## config.mk

```make
export PLATFORM = sky130hd
export DESIGN_NAME = weight_reg_pingpong
export DESIGN_NICKNAME = d
export VERILOG_FILES = /design/src/rtl/weight_reg_pingpong.sv
export SDC_FILE = /design/constraint.sdc
export NUM_CORES = 1
export LEC_CHECK = 0
export CORE_MARGIN = 10
export CORE_UTILIZATION = 57
export CTS_CLUSTER_SIZE = 40
export DETAILED_ROUTE_END_ITERATION = 10
export PLACE_DENSITY = 0.88
export SLEW_MARGIN = 20
export SYNTH_ARGS = -nofsm -noshare
export SYNTH_HDL_FRONTEND = slang
export SYNTH_SLANG_ARGS = --single-unit
```

## constraint.sdc

```tcl
create_clock -name clk -period 4.1 [get_ports clk]
set_clock_uncertainty 0.05 [all_clocks]
set_input_delay 0.82 -clock clk [delete_from_list [all_inputs] [get_ports clk]]
set_output_delay 0.82 -clock clk [all_outputs]
set_load 0.02 [all_outputs]
```

## src/rtl/weight_reg_pingpong.sv

```systemverilog
// weight_reg_pingpong: double-buffered weight bank; a beat-wise loader fills the shadow
// bank while the active bank drives the array, and a swap promotes shadow to active atomically.
module weight_reg_pingpong #(
    parameter int DIM_C        = 16,
    parameter int WEIGHT_WIDTH = 8,
    parameter int LOAD_LANES   = 4
) (
    input  logic                            clk,
    input  logic                            rst_n,
    input  logic                            in_valid,
    output logic                            in_ready,
    input  logic [LOAD_LANES*WEIGHT_WIDTH-1:0] in_data,
    input  logic                            clear,
    input  logic                            swap_req,
    output logic                            swap_ack,
    output logic                            shadow_full,
    output logic                            active_valid,
    output logic [DIM_C*WEIGHT_WIDTH-1:0]   out
);
    localparam int BEATS = DIM_C / LOAD_LANES;
    localparam int CW    = BEATS > 1 ? $clog2(BEATS) : 1;
    localparam int BW    = LOAD_LANES * WEIGHT_WIDTH;

    logic [DIM_C*WEIGHT_WIDTH-1:0] r_shadow;
    logic [DIM_C*WEIGHT_WIDTH-1:0] r_out;
    logic [CW-1:0]                 r_beat;
    logic                          r_full;
    logic                          r_active_valid;
    logic                          r_swap_ack;
    logic                          w_full_nxt;
    logic                          w_accept;
    logic                          w_swap;
    logic                          w_last;

    always_ff @(posedge clk or negedge rst_n) begin
        if (!rst_n)
            r_full <= 1'b0;
        else
            r_full <= w_full_nxt;
    end

    // clear dominates; a last beat coinciding with swap_req only fills, the swap waits an edge
    always_comb begin
        w_full_nxt = r_full;
        if (clear || w_swap)
            w_full_nxt = 1'b0;
        else if (w_accept && w_last)
            w_full_nxt = 1'b1;
    end

    always_comb begin
        in_ready = !r_full;
        w_accept = in_valid && !r_full && !clear;
        w_swap   = swap_req && r_full && !clear;
        w_last   = r_beat == CW'(BEATS - 1);
    end

    always_ff @(posedge clk or negedge rst_n) begin
        if (!rst_n) begin
            r_beat         <= '0;
            r_out          <= '0;
            r_active_valid <= 1'b0;
            r_swap_ack     <= 1'b0;
        end else begin
            r_swap_ack <= w_swap;
            if (clear)
                r_beat <= '0;
            else if (w_accept)
                r_beat <= w_last ? '0 : r_beat + 1'b1;
            if (w_swap) begin
                r_out          <= r_shadow;
                r_active_valid <= 1'b1;
            end
        end
    end

    for (genvar b = 0; b < BEATS; b++) begin : g_beat
        always_ff @(posedge clk or negedge rst_n) begin
            if (!rst_n)
                r_shadow[b*BW +: BW] <= '0;
            else if (w_accept && r_beat == CW'(b))
                r_shadow[b*BW +: BW] <= in_data;
        end
    end

    assign swap_ack     = r_swap_ack;
    assign shadow_full  = r_full;
    assign active_valid = r_active_valid;
    assign out          = r_out;
endmodule

```

* Yosys cells after proc, flatten, opt, wreduce, memory -nomap -nowiden *
Cells that the tools add are included.

cells by class
  add/sub/neg operators = 1
  equality and inequality tests = 3
  mux-type cells = 5
  reductions and logical operators = 14

operators by type and width
  kind                                                              number
  1-bit logical AND                                                 8
  2-bit 2-to-1 mux                                                  3
  2-bit == test (second input constant)                             2
  2-bit nonzero test                                                2
  2-bit by 1-bit adder with 2-bit output (second input constant)    1
  2-bit by 1-bit == test with 1-bit output (second input constant)  1
  1-bit zero test                                                   2
  2-bit zero test                                                   1
  1-bit 2-to-1 mux                                                  2
  1-bit logical OR                                                  1

word-level totals
  flip-flop bits (word level) = 261
  input bits = 37
  output and inout bits = 132
  word-level logic and storage cells = 32

* Depth between registers and ports, before layout *
  depth in word-level cells = 6
  depth in mapped cells = 6
  mapped depth without buffers = 4

* Worst setup path after synthesis *
No wires, ideal clock.

  path type = input to register
  start = input clear
  end = register r_out[23] (netlist: out[23])
  setup time = 125 ps
  arrival = 1891 ps
  data required time = 3925 ps
  path slack = 2035 ps
  cell stages on the path = 6
  buffers on the path = 3
  cells stage by stage = buf_6 -> or2_1 -> inv_2 -> buf_4 -> buf_4 -> mux2_2

between the ends
  longest elaborated chain between the ends = 2

RTL lines
  element                 RTL line  RTL
  start: declaration      13        input logic clear,
  1-bit zero test         54        w_swap = swap_req && r_full && !clear;
  1-bit logical AND       54
  end signal: assignment  71        r_out <= r_shadow;
  end: declaration        25        logic [DIM_C*WEIGHT_WIDTH-1:0] r_out;

Every way passes these cells.
A chain may end at the register's enable or synchronous reset.

* Worst setup path in the final report *
  start = input clear
  end = register r_out[53] (netlist: out[53])

The elaborated chain is that of the path after synthesis.

==> results.cfg <==
[detailed_routing]
wl_met1_um = 9094
wl_met2_um = 11540
vias = 5503
routed_via_density = 5.514
first_pass_iters = 4
first_iter_violations = 213
wl_per_cell_um = 22.36
top_layer = met4
routed_wl_um = 22320
antenna_left = 0
drc = 0
dr_wl_met3_um = 1374

[pwr]
power.density_nw_per_um2 = 515.0
peakVddDrop_v = 0.0003932
p_leak_nw = 5.926

[synthesis]
seq_area_frac_synth = 0.6602
syn_avg_cell_area_sq_um = 17.39
syn_inst = 569
synth_area_leaders = dfrtp_1, mux2_2, buf_6
synth_top_area_share = 0.6602
yosysWarnings = 0
synth-main-ff-cell = dfrtp_1
synthTopCellsByCount = dfrtp_1, mux2_2, buf_6
synth_most_common_cell = dfrtp_1
synth_edf_count = 0
async_flop_share = 1.000
synth_area_sq_um = 9893
synth-seq-cells = 261
ys_types = 17
synth_nets = 610
synth_top_area_cell = dfrtp_1

[clocking]
clock-sinks = 261
clockBufferDepth = 3
postCtsResizedCells = 0
path_clk_slew_ns = 0.06
numCtsBuffers = 26
post-cts-setup-buffer-count = 0
clk_latency_ns = 0.51
postCtsHoldBufs = 0
cts_root_buf = clkbuf_16
cts_tree = built
htreeDepth = 1

[run]
drv_cap = 0

[worst_setup_path]
crit_path_cell_trace = clkdlybuf4s50_1 > or2_2 > inv_4 > buf_4 > mux2_2
rrSetupSlack_ns = 2.03
critical_path_class = in -> reg
worst-r2r-cell-count = 5
arrival_ns = 3.05
start_kind = primary input
crit_fanout = 35
r2r_end = out[53]
endpoint_kind = flip-flop
cp_slowest_cell = clkdlybuf4s50_1
cp-startpoint = clear
worstSetupEndpoint = out[53]
required_ns = 4.43
cpPeakStageDelay_ns = 0.67
reg2reg_from = shadow_full

[timing]
worstMarginPinSlew_ns = 0.8875
setup_slack_ns = 1.381
hold_viol_final = 0
rsz0062_at_grt = false
final.min_clock_period_ns = 2.719
maxSlewViolCount = 0
fin_crit_sh = 0.6631
fin_tns_setup_ns = 0
setup_violations = 0
fmax_mhz = 367.8
slew-limit-headroom = 0.4084

[floorplan]
core.rowCount = 48
die_area_sq_um = 23030
die_width_um = 151.7
ioPinCount = 169
start_util = 0.5760
fp.coreArea_sq_um = 17180
die_h_um = 151.7

[global_route]
grt_overflow = 0
grt.total_usage = 0.1930
grt_pass1_wl_um = 34990
grt_max_degree = 118
grt_pass1_vias = 6427
antenna_found_initial = 0

[layout]
fin_nets = 795
fin_area_sq_um = 12650
n_fill_cell = 1027
drive_gt1_frac = 0.3997
stdcell_count = 998
areaGrowthSynthToFinish_pct = 27.84
n_antenna_cell = 0

[place]
gp_congestion = 0.8156
io_buffer_count = 168
place.detailed.hpwl_um = 15310
place_ws_ns = 0.8726
dp.cells = 951
place_area_sq_um = 11750

[status]
run_status = finished, final reports clean

[hold_path]
min_path_type = in -> async
per-layer routing:
| layer | vias up | global-route usage |
|---|---|---|
| met4 | 0 | 0.04194 |
| li1 | 2371 | - |
| met5 | - | 0 |
| met3 | 29 | 0.04188 |
| met1 | 2956 | 0.2382 |
| met2 | 147 | 0.3407 |
state kept, by name, summed over array words and instances, names as in the netlist:
name          count
active_valid      1
out             128
r_beat            2
r_shadow        128
shadow_full       1
swap_ack          1
placed cells by master (no fill, tap or decap), types with 2 or more instances in the layout:
cell and instances:
buf_4 15, mux2i_1 2, clkbuf_1 6, dfrtp_1 261, ha_1 4, nor3b_4 4, nand2b_1 2, buf_12 2
mux2_1 12, mux2_2 244, inv_1 3, clkdlybuf4s50_1 167, clkbuf_8 8, clkinv_2 3, clkbuf_16 27, nor2_1 4
bufinv_16 2
stage by stage:
stage,hold slack (ns),power [mW],util
final,0.3402,6.513,0.7363
after global routing,0.3906,6.778,0.7363
after CTS,0.3738,6.564,0.7363
after detailed placement,0.4012,4.127,0.6839
after global placement,0.3980,4.035,0.6839
after floorplan,0.4022,3.705,-
where the power goes:
part | internal [mW] | switching [mW] | total, mW | leakage, nW
sequential | 3.01 | 0.247 | 3.25 | 3.44
clock | 1.48 | 0.950 | 2.43 | 0.444
combinational | 0.482 | 0.348 | 0.830 | 2.04
total | 4.97 | 1.54 | 6.51 | 5.93
area by class of cell:
type,count,area (sq um),share of cell area
sequential,261,6531,0.5164
clock inverter,6,91.34,0.007222
inverter,4,17.52,0.001385
timing repair buffer,185,1839,0.1454
tap,225,281.5,0.02226
clock buffer,41,808.3,0.06391
multi-input combinational,276,3078,0.2434
kinds of logic after synthesis:
group	share of synthesized area
AOI/OAI and AO/OA	0.0006328
buffers and inverters	0.02871
and+or+nand+nor	0.01201
muxes	0.2934
adders and majority gates	0.005059
DFF	0.6602
worst min-delay path by stage:
| stage | endpoint | slack (ns) | cells after the start |
|---|---|---|---|
| 6_report | r_shadow[125] | 0.34 | 1 |
| 5_1_grt | out[125] | 0.39 | 1 |
| 4_1_cts | out[126] | 0.37 | 1 |
| 3_5_place_dp | active_valid | 0.40 | 1 |
| 3_3_place_gp | active_valid | 0.40 | 1 |
| 2_1_floorplan | r_shadow[20] | 0.40 | 1 |
critical path: cells and delay by family:
kind                   cells  cell delay, ns
buffers and inverters      3            1.37
muxes                      1            0.37
and+or+nand+nor            1            0.46
(Power assumes the default switching activity.)
